File: config.mk
export PLATFORM = sky130hd
export DESIGN_NAME = mst_rx_arbiter
export DESIGN_NICKNAME = d
export VERILOG_FILES = /design/src/rtl/mst_rx_arbiter_pkg.sv /design/src/rtl/mst_out_stage.sv /design/src/rtl/mst_rx_arbiter.sv
export SDC_FILE = /design/constraint.sdc
export NUM_CORES = 1
export LEC_CHECK = 0
export ABC_CLOCK_PERIOD_IN_PS = 2500
export BUFFER_PORTS_ARGS = -buffer_cell sky130_fd_sc_hd__buf_2
export CORE_MARGIN = 1.5
export CORE_UTILIZATION = 49
export CTS_BUF_LIST = sky130_fd_sc_hd__clkbuf_4 sky130_fd_sc_hd__clkbuf_8
export CTS_CLUSTER_DIAMETER = 60
export DETAILED_ROUTE_END_ITERATION = 12
export PLACE_DENSITY = 0.78
export SYNTH_ARGS = -nofsm -noshare
export SYNTH_HDL_FRONTEND = slang
export SYNTH_HIERARCHICAL = 1
export SYNTH_SLANG_ARGS = --single-unit
File: constraint.sdc
create_clock -name sys_clk -period 2.5 [get_ports sys_clk]
set_input_delay 0 -clock sys_clk [delete_from_list [all_inputs] [get_ports sys_clk]]
set_output_delay 0 -clock sys_clk [all_outputs]
set_load 0.01 [all_outputs]
File: src/rtl/mst_rx_arbiter_pkg.sv
// Shared definitions for the master-FIFO receive arbiter: frame flag
// encodings, FSM states and small helpers for decoding the flag bits.
package mst_rx_arbiter_pkg;

    localparam int FRM_W = 18;

    localparam logic [1:0] FRM_SOP = 2'b10;
    localparam logic [1:0] FRM_MID = 2'b00;
    localparam logic [1:0] FRM_EOP = 2'b01;
    localparam logic [1:0] FRM_ONE = 2'b11;

    typedef enum logic [1:0] {
        IDLE  = 2'd0,
        XFER0 = 2'd1,
        XFER1 = 2'd2
    } arb_state_e;

    function automatic logic is_sop(input logic [FRM_W-1:0] w);
        return w[FRM_W-1];
    endfunction

    function automatic logic is_eop(input logic [FRM_W-1:0] w);
        return w[FRM_W-2];
    endfunction

endpackage

File: src/rtl/mst_out_stage.sv
// One-entry output register in front of a master FIFO write port. A new word
// may be loaded whenever the register is empty or its word is being accepted.
module mst_out_stage #(
    parameter int W = 18
) (
    input  logic         clk,
    input  logic         rst_n,
    input  logic         push_i,
    input  logic [W-1:0] din_i,
    input  logic         full_i,
    output logic         ready_o,
    output logic [W-1:0] dout_o,
    output logic         wr_en_o
);

    logic [W-1:0] dout_q;
    logic         wr_en_q;

    assign ready_o = !wr_en_q || !full_i;

    // NOTE: state registers use non-blocking assignments so every flop samples
    // pre-edge values regardless of process evaluation order.
    always_ff @(posedge clk or negedge rst_n) begin
        if (!rst_n) begin
            dout_q  <= '0;
            wr_en_q <= 1'b0;
        end else if (ready_o) begin
            wr_en_q <= push_i;
            if (push_i) begin
                dout_q <= din_i;
            end
        end
    end

    assign dout_o  = dout_q;
    assign wr_en_o = wr_en_q;

endmodule

File: src/rtl/mst_rx_arbiter.sv
// Round-robin frame arbiter sharing one master FIFO between two FWFT source
// FIFOs; whole frames are forwarded, runaway frames trimmed, events counted.
module mst_rx_arbiter
    import mst_rx_arbiter_pkg::*;
#(
    parameter int MAX_LEN = 64,
    parameter int CNT_W   = 16
) (
    input  logic             sys_clk,
    input  logic             sys_rst_n,
    input  logic             en,
    input  logic [17:0]      src0_dout,
    input  logic             src0_empty,
    output logic             src0_rd_en,
    input  logic [17:0]      src1_dout,
    input  logic             src1_empty,
    output logic             src1_rd_en,
    output logic [17:0]      mst_din,
    output logic             mst_wr_en,
    input  logic             mst_full,
    output logic [1:0]       grant,
    output logic             busy,
    output logic [CNT_W-1:0] frm_cnt0,
    output logic [CNT_W-1:0] frm_cnt1,
    output logic [CNT_W-1:0] drop_cnt,
    output logic [CNT_W-1:0] trunc_cnt
);

    localparam int WCNT_W = $clog2(MAX_LEN + 1);

    arb_state_e        state_q, state_d;
    logic              last_q, last_d;
    logic [WCNT_W-1:0] wcnt_q, wcnt_d;
    logic [CNT_W-1:0]  frm0_q, frm1_q, drop_q, trunc_q;

    logic              ready;
    logic              push;
    logic [FRM_W-1:0]  push_word;
    logic              pop0, pop1;
    logic              sel_src;
    logic [FRM_W-1:0]  cur_word;
    logic              cur_empty;
    logic              cand0, cand1;
    logic              inc_frm0, inc_frm1, inc_drop, inc_trunc;

    assign cand0 = !src0_empty && is_sop(src0_dout);
    assign cand1 = !src1_empty && is_sop(src1_dout);

    // NOTE: every signal written here gets a default first, so no path can
    // leave one unassigned and infer a latch.
    always_comb begin
        state_d   = state_q;
        last_d    = last_q;
        wcnt_d    = wcnt_q;
        pop0      = 1'b0;
        pop1      = 1'b0;
        push      = 1'b0;
        push_word = '0;
        sel_src   = 1'b0;
        cur_word  = '0;
        cur_empty = 1'b1;
        inc_frm0  = 1'b0;
        inc_frm1  = 1'b0;
        inc_drop  = 1'b0;
        inc_trunc = 1'b0;

        case (state_q)
            IDLE: begin
                // Stray non-SOP heads are flushed before any new grant is made.
                if (!src0_empty && !is_sop(src0_dout)) begin
                    pop0     = 1'b1;
                    inc_drop = 1'b1;
                end else if (!src1_empty && !is_sop(src1_dout)) begin
                    pop1     = 1'b1;
                    inc_drop = 1'b1;
                end else if (en && ready && (cand0 || cand1)) begin
                    sel_src   = cand1 && (!cand0 || !last_q);
                    cur_word  = sel_src ? src1_dout : src0_dout;
                    pop0      = !sel_src;
                    pop1      = sel_src;
                    push      = 1'b1;
                    push_word = cur_word;
                    last_d    = sel_src;
                    wcnt_d    = WCNT_W'(1);
                    if (is_eop(cur_word)) begin
                        inc_frm0 = !sel_src;
                        inc_frm1 = sel_src;
                    end else begin
                        state_d = sel_src ? XFER1 : XFER0;
                    end
                end
            end

            XFER0, XFER1: begin
                sel_src   = (state_q == XFER1);
                cur_word  = sel_src ? src1_dout : src0_dout;
                cur_empty = sel_src ? src1_empty : src0_empty;
                if (!cur_empty && ready) begin
                    pop0      = !sel_src;
                    pop1      = sel_src;
                    push      = 1'b1;
                    push_word = cur_word;
                    wcnt_d    = wcnt_q + WCNT_W'(1);
                    if (is_eop(cur_word)) begin
                        inc_frm0 = !sel_src;
                        inc_frm1 = sel_src;
                        state_d  = IDLE;
                    end else if (wcnt_q == WCNT_W'(MAX_LEN - 1)) begin
                        push_word = {FRM_EOP, cur_word[15:0]};
                        inc_trunc = 1'b1;
                        state_d   = IDLE;
                    end
                end
            end

            default: state_d = IDLE;
        endcase
    end

    always_ff @(posedge sys_clk or negedge sys_rst_n) begin
        if (!sys_rst_n) begin
            state_q <= IDLE;
            last_q  <= 1'b1;
            wcnt_q  <= '0;
            frm0_q  <= '0;
            frm1_q  <= '0;
            drop_q  <= '0;
            trunc_q <= '0;
        end else begin
            state_q <= state_d;
            last_q  <= last_d;
            wcnt_q  <= wcnt_d;
            if (inc_frm0)  frm0_q  <= frm0_q + CNT_W'(1);
            if (inc_frm1)  frm1_q  <= frm1_q + CNT_W'(1);
            if (inc_drop)  drop_q  <= drop_q + CNT_W'(1);
            if (inc_trunc) trunc_q <= trunc_q + CNT_W'(1);
        end
    end

    mst_out_stage #(
        .W(FRM_W)
    ) u_out_stage (
        .clk    (sys_clk),
        .rst_n  (sys_rst_n),
        .push_i (push),
        .din_i  (push_word),
        .full_i (mst_full),
        .ready_o(ready),
        .dout_o (mst_din),
        .wr_en_o(mst_wr_en)
    );

    assign src0_rd_en = pop0;
    assign src1_rd_en = pop1;
    assign grant      = {state_q == XFER1, state_q == XFER0};
    assign busy       = (state_q != IDLE);
    assign frm_cnt0   = frm0_q;
    assign frm_cnt1   = frm1_q;
    assign drop_cnt   = drop_q;
    assign trunc_cnt  = trunc_q;

endmodule
* Word level (Yosys, flattened, before mapping) *
Index checks and enable logic that the tools add are counted.

cells by class
  bitwise logic cells = 2
  mux-type cells = 60
  add/subtract/negate cells = 5
  divide/modulo/power cells = 0
  multipliers = 0
  eq/ne operators = 9
  reduce and logical (&&, ||, !) cells = 30
  order comparisons = 0
  shift-type cells = 0

operator list
  operator                                                         number
  18-bit 2-to-1 mux                                                8
  16-bit by 1-bit adder with 16-bit output, second input constant  4
  18-bit one-hot mux with 2 select lines                           1
  1-bit 2-to-1 mux                                                 32
  7-bit 2-to-1 mux                                                 4
  2-bit 2-to-1 mux                                                 8
  7-bit one-hot mux with 2 select lines                            1
  1-bit zero test                                                  11
  2-bit inequality test, second input constant                     5
  1-bit one-hot mux with 2 select lines                            5
  1-bit logical AND                                                8
  7-bit by 1-bit adder with 7-bit output, second input constant    1
  7-bit by 6-bit == test with 1-bit output, second input constant  1
  6-bit AND reduction                                              1
  5-bit AND reduction                                              1
  2-bit one-hot mux with 2 select lines                            1
  4-bit AND reduction                                              1
  2-bit nonzero test                                               2
  1-bit logical OR                                                 3
  3-bit inequality test, second input constant                     1
  2-bit by 1-bit == test with 1-bit output, second input constant  1
  2-bit == test, second input constant                             1
  2-bit zero test                                                  1
  1-bit NOT                                                        2
  other kinds (2)                                                  2

word-level totals
  logic and storage cells = 115
  memory bits (read-only) = 0
  memories = 0
  input bits = 42
  bits in latches = 0
  memory bits (writable) = 0
  register bits after elaboration = 93

* Depth between registers and ports, before layout *
Gate-level depths: netlist (run 1).

  depth in word-level cells = 11
  mapped depth = 10

* By module *
The synthesis (run 1) kept the hierarchy.

modules (own cells, without submodules)
  module          cells each  seq. area each (um^2)  area an instance (um^2)  instances
  mst_rx_arbiter  407         1,853.0                3,982.6                  1
  mst_out_stage   41          475.5                  764.5                    1

* Worst setup path before layout (run 1) *
OpenSTA, ideal clock, no wires.

  path type = flip-flop to flip-flop
  start = register state_q[0]
  end = register u_out_stage.dout_q[10] (netlist: u_out_stage/dout_o[10])
  period minus slack after synthesis = 2.514 ns
  stages on the path, launching flop included = 10
  setup time = 0.125 ns
  buffers on the path = 2
  data arrival time = 2.388 ns
  setup slack = -0.014 ns
  cells stage by stage = dfrtp_1 > inv_1 > ha_1 > buf_6 > mux2_2 > or2_4 > a21oi_1 > a21boi_4 > buf_12 > mux2_4

on the way
  cells in the longest elaborated chain, start to end = 7

RTL lines
  item                                     line                   text
  start, declared                          mst_rx_arbiter.sv:31   arb_state_e state_q, state_d;
  start signal, assigned                   mst_rx_arbiter.sv:130  state_q <= state_d;
  2-bit == test *                          --
  via grant[1]                             mst_rx_arbiter.sv:21   output logic [1:0] grant,
  1-bit 2-to-1 mux                         mst_rx_arbiter.sv:97   cur_empty = sel_src ? src1_empty : src0_empty;
  1-bit zero test                          mst_rx_arbiter.sv:98   if (!cur_empty && ready) begin
  1-bit logical AND                        mst_rx_arbiter.sv:98
  1-bit 2-to-1 mux                         mst_rx_arbiter.sv:98
  1-bit one-hot mux with 2 select lines *  mst_rx_arbiter.sv:67   case (state_q)
  via push                                 mst_rx_arbiter.sv:37   logic push;
  2-bit AND reduction (no source line) *   --
  end signal, assigned                     mst_out_stage.sv:30    dout_q <= din_i;
  end, declared                            mst_out_stage.sv:16    logic [W-1:0] dout_q;

Mark *: on every way through the listed nets, which the timed path passes. The rest lies on a longest branch.
A chain may end at the register's enable or synchronous reset.

* Final worst setup path (run 1) *
  start = register state_q[0]
  end = register u_out_stage.dout_q[15] (netlist: u_out_stage/dout_o[15])

on the way
  cells in the longest elaborated chain, start to end = 7

RTL lines
  item                                     line
  2-bit == test                            mst_rx_arbiter.sv:67, mst_rx_arbiter.sv:95
  1-bit 2-to-1 mux                         mst_rx_arbiter.sv:97
  1-bit zero test                          mst_rx_arbiter.sv:98
  1-bit logical AND                        mst_rx_arbiter.sv:98
  1-bit 2-to-1 mux                         mst_rx_arbiter.sv:98
  1-bit one-hot mux with 2 select lines *  mst_rx_arbiter.sv:67
  via push                                 mst_rx_arbiter.sv:37
  2-bit AND reduction (no source line) *   --

Marks and branches as above.

==> results_dict.tcl, run 1 <==
set metrics [dict create \
    timing.rr.start "state_q[0]" \
    drc 0 \
    clockRootBuffer "clkbuf_8" \
    power.total_mw 4.80 \
    synth_edf_count 0 \
    clk_path_buf_depth 2 \
    clk_pin_slew_worst_paths_ns 0.09 \
    grt_max_degree 50 \
    antenna_left 0 \
    wl_um 10600 \
    cts_buffers 9 \
    drive_gt1_share_pct 33.2 \
    layout.nets 640 \
    cts_tree "done" \
    hold_viol 0 \
    rrSetupSlack_ns 0.09 \
    async_reset_ff_share_pct 100 \
    routed_via_density 5.40 \
    status "finished clean" \
    drv_slew 0 \
    synth.distinct_cells 52 \
    yosysSeqAreaShare_pct 49.1 \
    synth_area_um2 4750 \
    worst_slew_pin_slew_ns 0.626 \
    relSlewSlack_pct 58.3 \
    start_util_pct 50.9 \
    end_kind "flop" \
    num_rows 35 \
    avgSynthCellArea_um2 10.6 \
    yosys.area.top_type "dfrtp_1" \
    ir_worst_vdd_v 0.000449 \
    hold_class "input pin to flop" \
    routabilityCongestion 0.969 \
    drt-initial-drc-count 196 \
    min_path_cells 4 \
    die-height_um 101 \
    grt.total_usage_pct 21.4 \
    cp_max_fo 18 \
    synthTopCellsByArea "dfrtp_1 (48%), xnor2_1 (6.5%), xor2_1 (4.6%)" \
    synth_commonest_cells "dfrtp_1 (92), nand2_1 (56), nor2_1 (35), xnor2_1 (35), xor2_1 (25)" \
    min_period_over_period_pct 96.4 \
    synth_most_common_cell "dfrtp_1" \
    synth-compound-area-share_pct 8.38 \
    vias 3903 \
    muxShareOfSynthArea_pct 7.09 \
    areaGrowthSynthToFinish_pct 22.7 \
    cp.required_ns 2.73 \
    port-buffer-count 129 \
    clock_skew_ns 0.0164 \
    yosys_warnings 6 \
    period_minus_slack_ns 2.41 \
    htreeDepth 3 \
    synth_top_family_by_area "simple AND/OR/NAND/NOR gates" \
    die_w_um 101 \
    post-cts-setup-buffer-count 0 \
    crit_start "state_q[0]" \
    start_kind "flop" \
    syn-num-nets 499 \
    coreArea_um2 9330 \
    antenna_found_initial 0 \
    wl_per_cell_um 14.6 \
    grt_pass1_wl_um 17500 \
    cts_sinks 93 \
    hold_path_startpoint "src1_dout[7]" \
    die_area_um2 10300 \
    power_leakage_nw 3.00 \
    synth_cells 448 \
    gr-total-overflow 0 \
    synth_top_area_share_pct 48.5 \
    crit_type "flop to flop" \
    r2r_end "u_out_stage/dout_o[15]" \
    crit_arrival_ns 2.64 \
    dr.pass1.iters 5 \
    fmax_mhz 415 \
    num_io_pins 130 \
    ys_seq_elements 93 \
    cap_violations 0 \
    grt_pass1_vias 3682 \
    pwr_density_cell_nw_per_um2 823 \
    num_antenna_cells 0 \
    clk_latency_ns 0.36 \
    holdWs_ns 0.0252 \
    reg2reg_depth 8 \
    dp_hpwl_um 7820 \
    synth_ff_type "dfrtp_1" \
    hold_path_end "u_out_stage/dout_o[7]" \
    finalSetupViolCount 0 \
    synthXorXnorAreaFrac_pct 11.1 \
    synthAdderAreaFrac_pct 2.37 \
    synth_simple_gate_area_share_pct 19.3 \
]
==> cell usage in the layout (no fill, tap or decap), drive strengths merged, types with 3 or more instances in the layout <==
cell    synthesis  final
buf             4    142
dfrtp          92     92
nand2          56     56
nor2           35     35
xnor2          35     35
xor2           25     25
mux2           23     23
nand3          22     22
a22oi          16     16
nand4          13     13
clkbuf          9     13
and3           12     12
inv            11     11
nor3           10     10
nor4           10     10
ha              9      9
o21ai           9      9
a21oi           6      6
mux2i           4      4
nand3b          4      4
o221ai          4      4
nor2b           3      3
nand2b          3      3
and2            3      3
and4            3      3
or4b            3      3
==> worst max-delay path, stage by stage, from the launching register on <==
cell      delay [ns]
dfrtp_1         0.41
inv_1           0.12
ha_2            0.20
mux2_2          0.36
or2_4           0.27
a21oi_2         0.18
a21boi_4        0.22
buf_12          0.19
mux2_2          0.35
==> timing repair <==
item | CTS | global route
resized for setup | 0 | 6
hold buffers | 1 | 0
endpoints found under the setup margin | 0 | 15
endpoints found under the hold margin | 48 | 0
==> flip-flops by register name (all words and copies together), names as in the netlist <==
register	flops
u_out_stage/wr_en_o	1
last_q	1
frm_cnt0	16
drop_cnt	16
state_q	2
wcnt_q	7
frm_cnt1	16
trunc_cnt	16
u_out_stage/dout_o	18
==> power breakdown <==
part / switching (mW) / internal (mW)
sequential: 0.246 / 1.76
combinational: 0.967 / 0.828
clock: 0.496 / 0.505
==> cells by family after synthesis <==
kind of cell / count (synthesis)
multiplexers: 27
flip-flops: 93
XOR/XNOR: 60
adder cells (fa/ha/maj): 9
AO/OA/AOI/OAI: 52
AND/OR/NAND/NOR: 183
buffers and inverters: 24
==> how the worst max path moves through the flow <==
stage | endpoint | depth (start not counted)
after global placement | u_out_stage/dout_o[1] | 8
after detailed placement | u_out_stage/dout_o[15] | 8
after CTS | u_out_stage/dout_o[15] | 8
final | u_out_stage/dout_o[15] | 8
after global routing | frm_cnt1[12] | 8
after floorplan | u_out_stage/dout_o[10] | 9
==> metrics by stage <==
step	util (%)	TNS, ns	setup slack (ns)	cells	area, µm²
6_report	62.5	0	0.0911	723	5830
2_1_floorplan	-	0	0.0118	448	4750
3_5_place_dp	60.0	0	0.105	706	5590
4_1_cts	62.1	0	0.0902	723	5800
3_3_place_gp	60.0	0	0.184	706	5590
5_1_grt	62.5	-0.0414	-0.0214	723	5830
==> metal layers <==
| layer | part of all wire [%] | vias to the layer above | GRT usage, % |
|---|---|---|---|
| met3 | 5.8 | 16 | 4.90 |
| met1 | 45 | 1896 | 28.2 |
| met2 | 47 | 132 | 34.8 |
| met4 | 1.7 | 0 | 7.59 |
| met5 | 0 | - | 0 |
| li1 | - | 1859 | - |
==> cell type report <==
type                       instances  area (µm²)
sequential                        93        2330
clock buffer                      13         154
multi-input combinational        331        2320
tap                              129         161
inverter                          11        41.3
clock inverter                     3        40.0
timing repair buffer             143         781
fill                             786        3500
Note: power is estimated with default switching activity, not from simulation.
==> run 2, diff against run 1 <==
Settings changed: ABC_CLOCK_PERIOD_IN_PS 2500 to 2300, CORE_UTILIZATION 49 to 50, PLACE_DENSITY 0.78 to 0.77.
Clock period 2.5 ns to 2.3 ns, I/O delays scaled along.
==> run 2 against run 1 <==
- setup slack worse by 0.029 ns
- global-route usage up 0.49 points
- clock power about the same
- non-clock buffer count up 12
- critical path depth unchanged
- critical path type unchanged
- critical endpoint is now u_out_stage/dout_o[9]
- largest cell class is now multi-input gates
- highest routed layer unchanged
==> results_dict.tcl, run 2 (synthesized netlist as in run 1, its figures left out) <==
set metrics [dict create \
    status "finished clean" \
    slowest_stage "dfrtp_1" \
    fill_cells 763 \
    min_period_over_period_pct 97.3 \
    cp_num_buf_inv 2 \
    cts_tree "done" \
    place_ws_ns -0.00566 \
    reg2reg_depth 8 \
    layout.nets 653 \
    num_rows 35 \
    crit_arrival_ns 2.49 \
    gr-total-overflow 0 \
    antenna_left 0 \
    num_io_pins 130 \
    grt_pass1_wl_um 17700 \
    seq_area_um2 2330 \
    coreArea_um2 9240 \
    holdWs_ns 0.00103 \
    timing.rr.start "state_q[0]" \
    grt.total_usage_pct 21.9 \
    port-buffer-count 129 \
    crit_chain "inv_2 > ha_4 > mux2_4 > or2_4 > a21oi_2 > a21boi_4 > buf_12 > mux2_4" \
    multi_input_area_um2 2420 \
    grt_max_degree 70 \
    critical_path.top_delay_family "multiplexers" \
    clock_skew_ns 0.00936 \
    fmax_mhz 447 \
    finalSetupViolCount 0 \
    crit_top_cell "mux2_4" \
    cp.required_ns 2.56 \
    cts_sinks 93 \
    mostFrequentLayoutCell "buf_2" \
    period_minus_slack_ns 2.24 \
    rrSetupSlack_ns 0.06 \
    wl_per_cell_um 14.7 \
    drc 0 \
    dp_hpwl_um 7910 \
    crit_type "flop to flop" \
    cts_buffers 9 \
    cp_max_fo 18 \
    antenna_found_initial 0 \
    r2r_end "u_out_stage/dout_o[9]" \
    vias 3942 \
    die_area_um2 10100 \
    routabilityCongestion 0.861 \
    clk_path_buf_depth 2 \
    areaGrowthSynthToFinish_pct 26.2 \
    final_core_util_pct 64.8 \
    relSlewSlack_pct 42.2 \
    end_kind "flop" \
    clk_latency_ns 0.36 \
    pwr_density_cell_nw_per_um2 887 \
    clockRootBuffer "clkbuf_8" \
    setup_ws_ns 0.0621 \
    slowest_delay_ns 0.40 \
    largest_register_ffs 18 \
    wl_um 10800 \
    cap_violations 0 \
    num_antenna_cells 0 \
    hold_path_startpoint "src1_dout[16]" \
    final_cell_mix "buf_2 (128), dfrtp_1 (91), nand2_1 (55)" \
    hold_class "input pin to flop" \
    drv_slew 0 \
    routed_via_density 5.36 \
    ir_worst_vdd_v 0.000478 \
    worst_slew_pin_slew_ns 0.867 \
    clk_pin_slew_worst_paths_ns 0.09 \
    post-cts-setup-buffer-count 0 \
    drive_gt1_share_pct 35.9 \
    power_leakage_nw 3.05 \
    drt-initial-drc-count 165 \
    hold_path_end "state_q[1]" \
    die-height_um 100 \
    grt_pass1_vias 3777 \
    dr.pass1.iters 5 \
    start_kind "flop" \
    grt_setup_unrepaired "yes" \
    start_util_pct 51.4 \
    die_w_um 100 \
    htreeDepth 3 \
    min_path_cells 3 \
    hold_viol 0 \
]
-- run 2: tightest hold or removal path, delay by kind of cell --
kind	cells	cell delay [ns]
AND/OR/NAND/NOR	1	0.12
AO/OA/AOI/OAI	1	0.09
buffers and inverters	1	0.12
-- run 2: worst max-delay path by stage --
stage | from | endpoint | depth (start not counted) | slack (ns)
after floorplan | state_q[0] | u_out_stage/dout_o[10] | 9 | -0.05
after global placement | state_q[1] | frm_cnt1[15] | 7 | 0.07
after detailed placement | state_q[1] | frm_cnt1[10] | 7 | -0.006
after CTS | state_q[1] | frm_cnt1[15] | 7 | -0.004
after global routing | state_q[1] | frm_cnt1[15] | 7 | -0.07
final | state_q[0] | u_out_stage/dout_o[9] | 8 | 0.06
-- run 2: stage by stage --
stage          std cells  instance area (µm²)  setup TNS [ns]  power, mW
3_3_place_gp         718                 5690               0       4.16
6_report             736                 5990               0       5.31
3_5_place_dp         718                 5690        -0.00566       4.23
2_1_floorplan        448                 4770          -0.481       3.49
4_1_cts              735                 5890        -0.00421       5.25
5_1_grt              736                 5990          -0.423       5.67
-- run 2: area by class of cell --
class / instances / area share (%)
clock buffer: 11 / 2.42
clock inverter: 5 / 0.606
inverter: 11 / 0.689
multi-input combinational: 332 / 40.4
sequential: 93 / 38.9
tap: 129 / 2.69
timing repair buffer: 155 / 14.3
-- run 2: repair_timing --
action                                 CTS  global route
setup endpoints to repair                1            33
pin swaps                                1             2
endpoints found under the hold margin   66             0
gates cloned                             0             1
gates resized for setup                  1            21
hold buffers                             1             0
-- run 2: layer usage --
metal	vias up	share of wire, %	global-route usage [%]
li1	1897	-	-
met4	0	0.83	5.63
met5	-	0	0
met2	121	46	34.8
met1	1915	46	30.2
met3	9	6.8	5.50
-- run 2: where the power goes --
group	total (mW)	switching, mW	internal, mW
sequential	2.16	0.254	1.91
clock	1.01	0.580	0.434
combinational	2.14	1.12	1.02
==> run 3, diff against run 2 <==
Settings changed: CORE_UTILIZATION 50 to 45, PLACE_DENSITY 0.77 to 0.7.
==> run 3 against run 2 <==
- utilization is 6.6 points lower
- via count is 1.8% lower
- register-to-register slack got worse by 0.04 ns
- first-iteration DRC count decreased by 9.1%
- cell count is 0.82% higher
- routed wire length is 2.4% higher
- clock skew about the same
- critical path type unchanged
- highest routed layer unchanged
==> results_dict.tcl, run 3 (synthesized netlist as in run 1, its figures left out) <==
set metrics [dict create \
    die_w_um 106 \
    final_core_util_pct 58.3 \
    layout.nets 652 \
    areaGrowthSynthToFinish_pct 26.1 \
    crit_type "flop to flop" \
    period_minus_slack_ns 2.28 \
    hold_viol 0 \
    cp.required_ns 2.54 \
    grt_pass1_vias 3834 \
    hold_class "input pin to flop" \
    final_cell_mix "buf_2 (128), dfrtp_1 (91), nand2_1 (55)" \
    drc 0 \
    drive_gt1_share_pct 35.3 \
    fill_cells 944 \
    gr-total-overflow 0 \
    routed_via_density 5.22 \
    relSlewSlack_pct 64.0 \
    dr.pass1.iters 4 \
    port-buffer-count 129 \
    num_antenna_cells 0 \
    clk_path_buf_depth 2 \
    drv_slew 0 \
    drt-initial-drc-count 150 \
    cap_violations 0 \
    coreArea_um2 10300 \
    crit_arrival_ns 2.52 \
    antenna_found_initial 0 \
    cts_tree "done" \
    grt.total_usage_pct 20.7 \
    grt_setup_unrepaired "yes" \
    min_path_cells 3 \
    antenna_left 0 \
    wl_per_cell_um 14.9 \
    pwr_density_cell_nw_per_um2 892 \
    cellInternalPower_mw 3.41 \
    cp_max_fo 18 \
    power_switching_share_pct 36.2 \
    wl_um 11100 \
    cts_buffers 9 \
    dp_hpwl_um 8050 \
    worst_slew_pin_slew_ns 0.540 \
    cts_sinks 93 \
    total_switching_power_mw 1.93 \
    clk_latency_ns 0.36 \
    fmax_mhz 439 \
    num_rows 37 \
    clockRootBuffer "clkbuf_8" \
    start_util_pct 46.2 \
    comb_power_share_pct 39.2 \
    mostFrequentLayoutCell "buf_2" \
    power_frac_clock_pct 19.9 \
    end_kind "flop" \
    setup_ws_ns 0.0228 \
    clock_skew_ns 0.00979 \
    finalSetupViolCount 0 \
    min_period_over_period_pct 99.0 \
    status "finished clean" \
    die_area_um2 11200 \
    routabilityCongestion 0.857 \
    vias 3871 \
    pwr-share-seq_pct 40.8 \
    reg2reg_depth 8 \
    htreeDepth 3 \
    clk_pin_slew_worst_paths_ns 0.09 \
    place_ws_ns -0.0623 \
    die-height_um 106 \
    ir_worst_vdd_v 0.000390 \
    holdWs_ns 0.00561 \
    num_io_pins 130 \
    grt_max_degree 54 \
    grt_pass1_wl_um 18600 \
    power_leakage_nw 3.05 \
    start_kind "flop" \
    largest_register_ffs 18 \
]
-- run 3: repair_timing --
action,in CTS,in global routing
endpoints found under the setup margin,4,25
hold buffers,1,0
cloned,1,0
buffers inserted,0,2
pin swaps,4,6
resized for setup,8,5
hold endpoints to repair,39,0
-- run 3: layout make-up --
type | count | area, µm² | area share, %
Timing Repair Buffer | 154 | 867 | 14.5
Clock buffer | 14 | 180 | 3.01
Sequential cell | 93 | 2330 | 38.9
Tap cell | 136 | 170 | 2.84
Clock inverter | 2 | 16.3 | 0.272
Multi-Input combinational cell | 332 | 2380 | 39.8
Inverter | 11 | 41.3 | 0.690
-- run 3: per-layer routing --
metal	track usage, %	wire, µm	vias to the layer above
met5	0	0	-
met4	7.43	74	0
met3	4.76	789	8
met2	31.3	4900	138
met1	29.1	5300	1834
li1	-	-	1891
-- run 3: path summary, 6_finish.rpt --
check,startpoint,to,slack [ns]
max,state_q[0],u_out_stage/dout_o[2],0.02
min reg2reg,drop_cnt[15],drop_cnt[15],0.47
max reg2reg,state_q[0],u_out_stage/dout_o[2],0.02
max in group asynchronous,sys_rst_n,state_q[1],1.48
min,mst_full,u_out_stage/wr_en_o,0.006
min in group asynchronous,sys_rst_n,frm_cnt0[2],0.16
-- run 3: worst max-delay path, stage by stage, from the launching register on --
cell and delay [ns]:
dfrtp_1 0.42, inv_2 0.11, ha_4 0.15, mux2_4 0.31, or2_4 0.28, a21oi_2 0.14, a21boi_4 0.21, buf_12 0.19
mux2_2 0.35
-- run 3: through the flow --
| stage | instances | setup TNS, ns | power [mW] | area [µm²] |
|---|---|---|---|---|
| floorplan | 448 | -0.481 | 3.49 | 4770 |
| global placement | 722 | 0 | 4.16 | 5690 |
| detailed placement | 722 | -0.219 | 4.24 | 5690 |
| CTS | 740 | 0 | 5.33 | 5940 |
| global route | 742 | -0.104 | 5.69 | 5990 |
| finish | 742 | 0 | 5.34 | 5990 |
-- run 3: power groups by stage --
stage | Combinational, mW | Sequential [mW] | Clock (mW)
2_1_floorplan | 1.25 | 2.24 | 0
3_3_place_gp | 1.97 | 2.19 | 0
5_1_grt | 2.32 | 2.22 | 1.15
6_report | 2.10 | 2.18 | 1.07
4_1_cts | 2.06 | 2.18 | 1.09
3_5_place_dp | 2.03 | 2.20 | 0
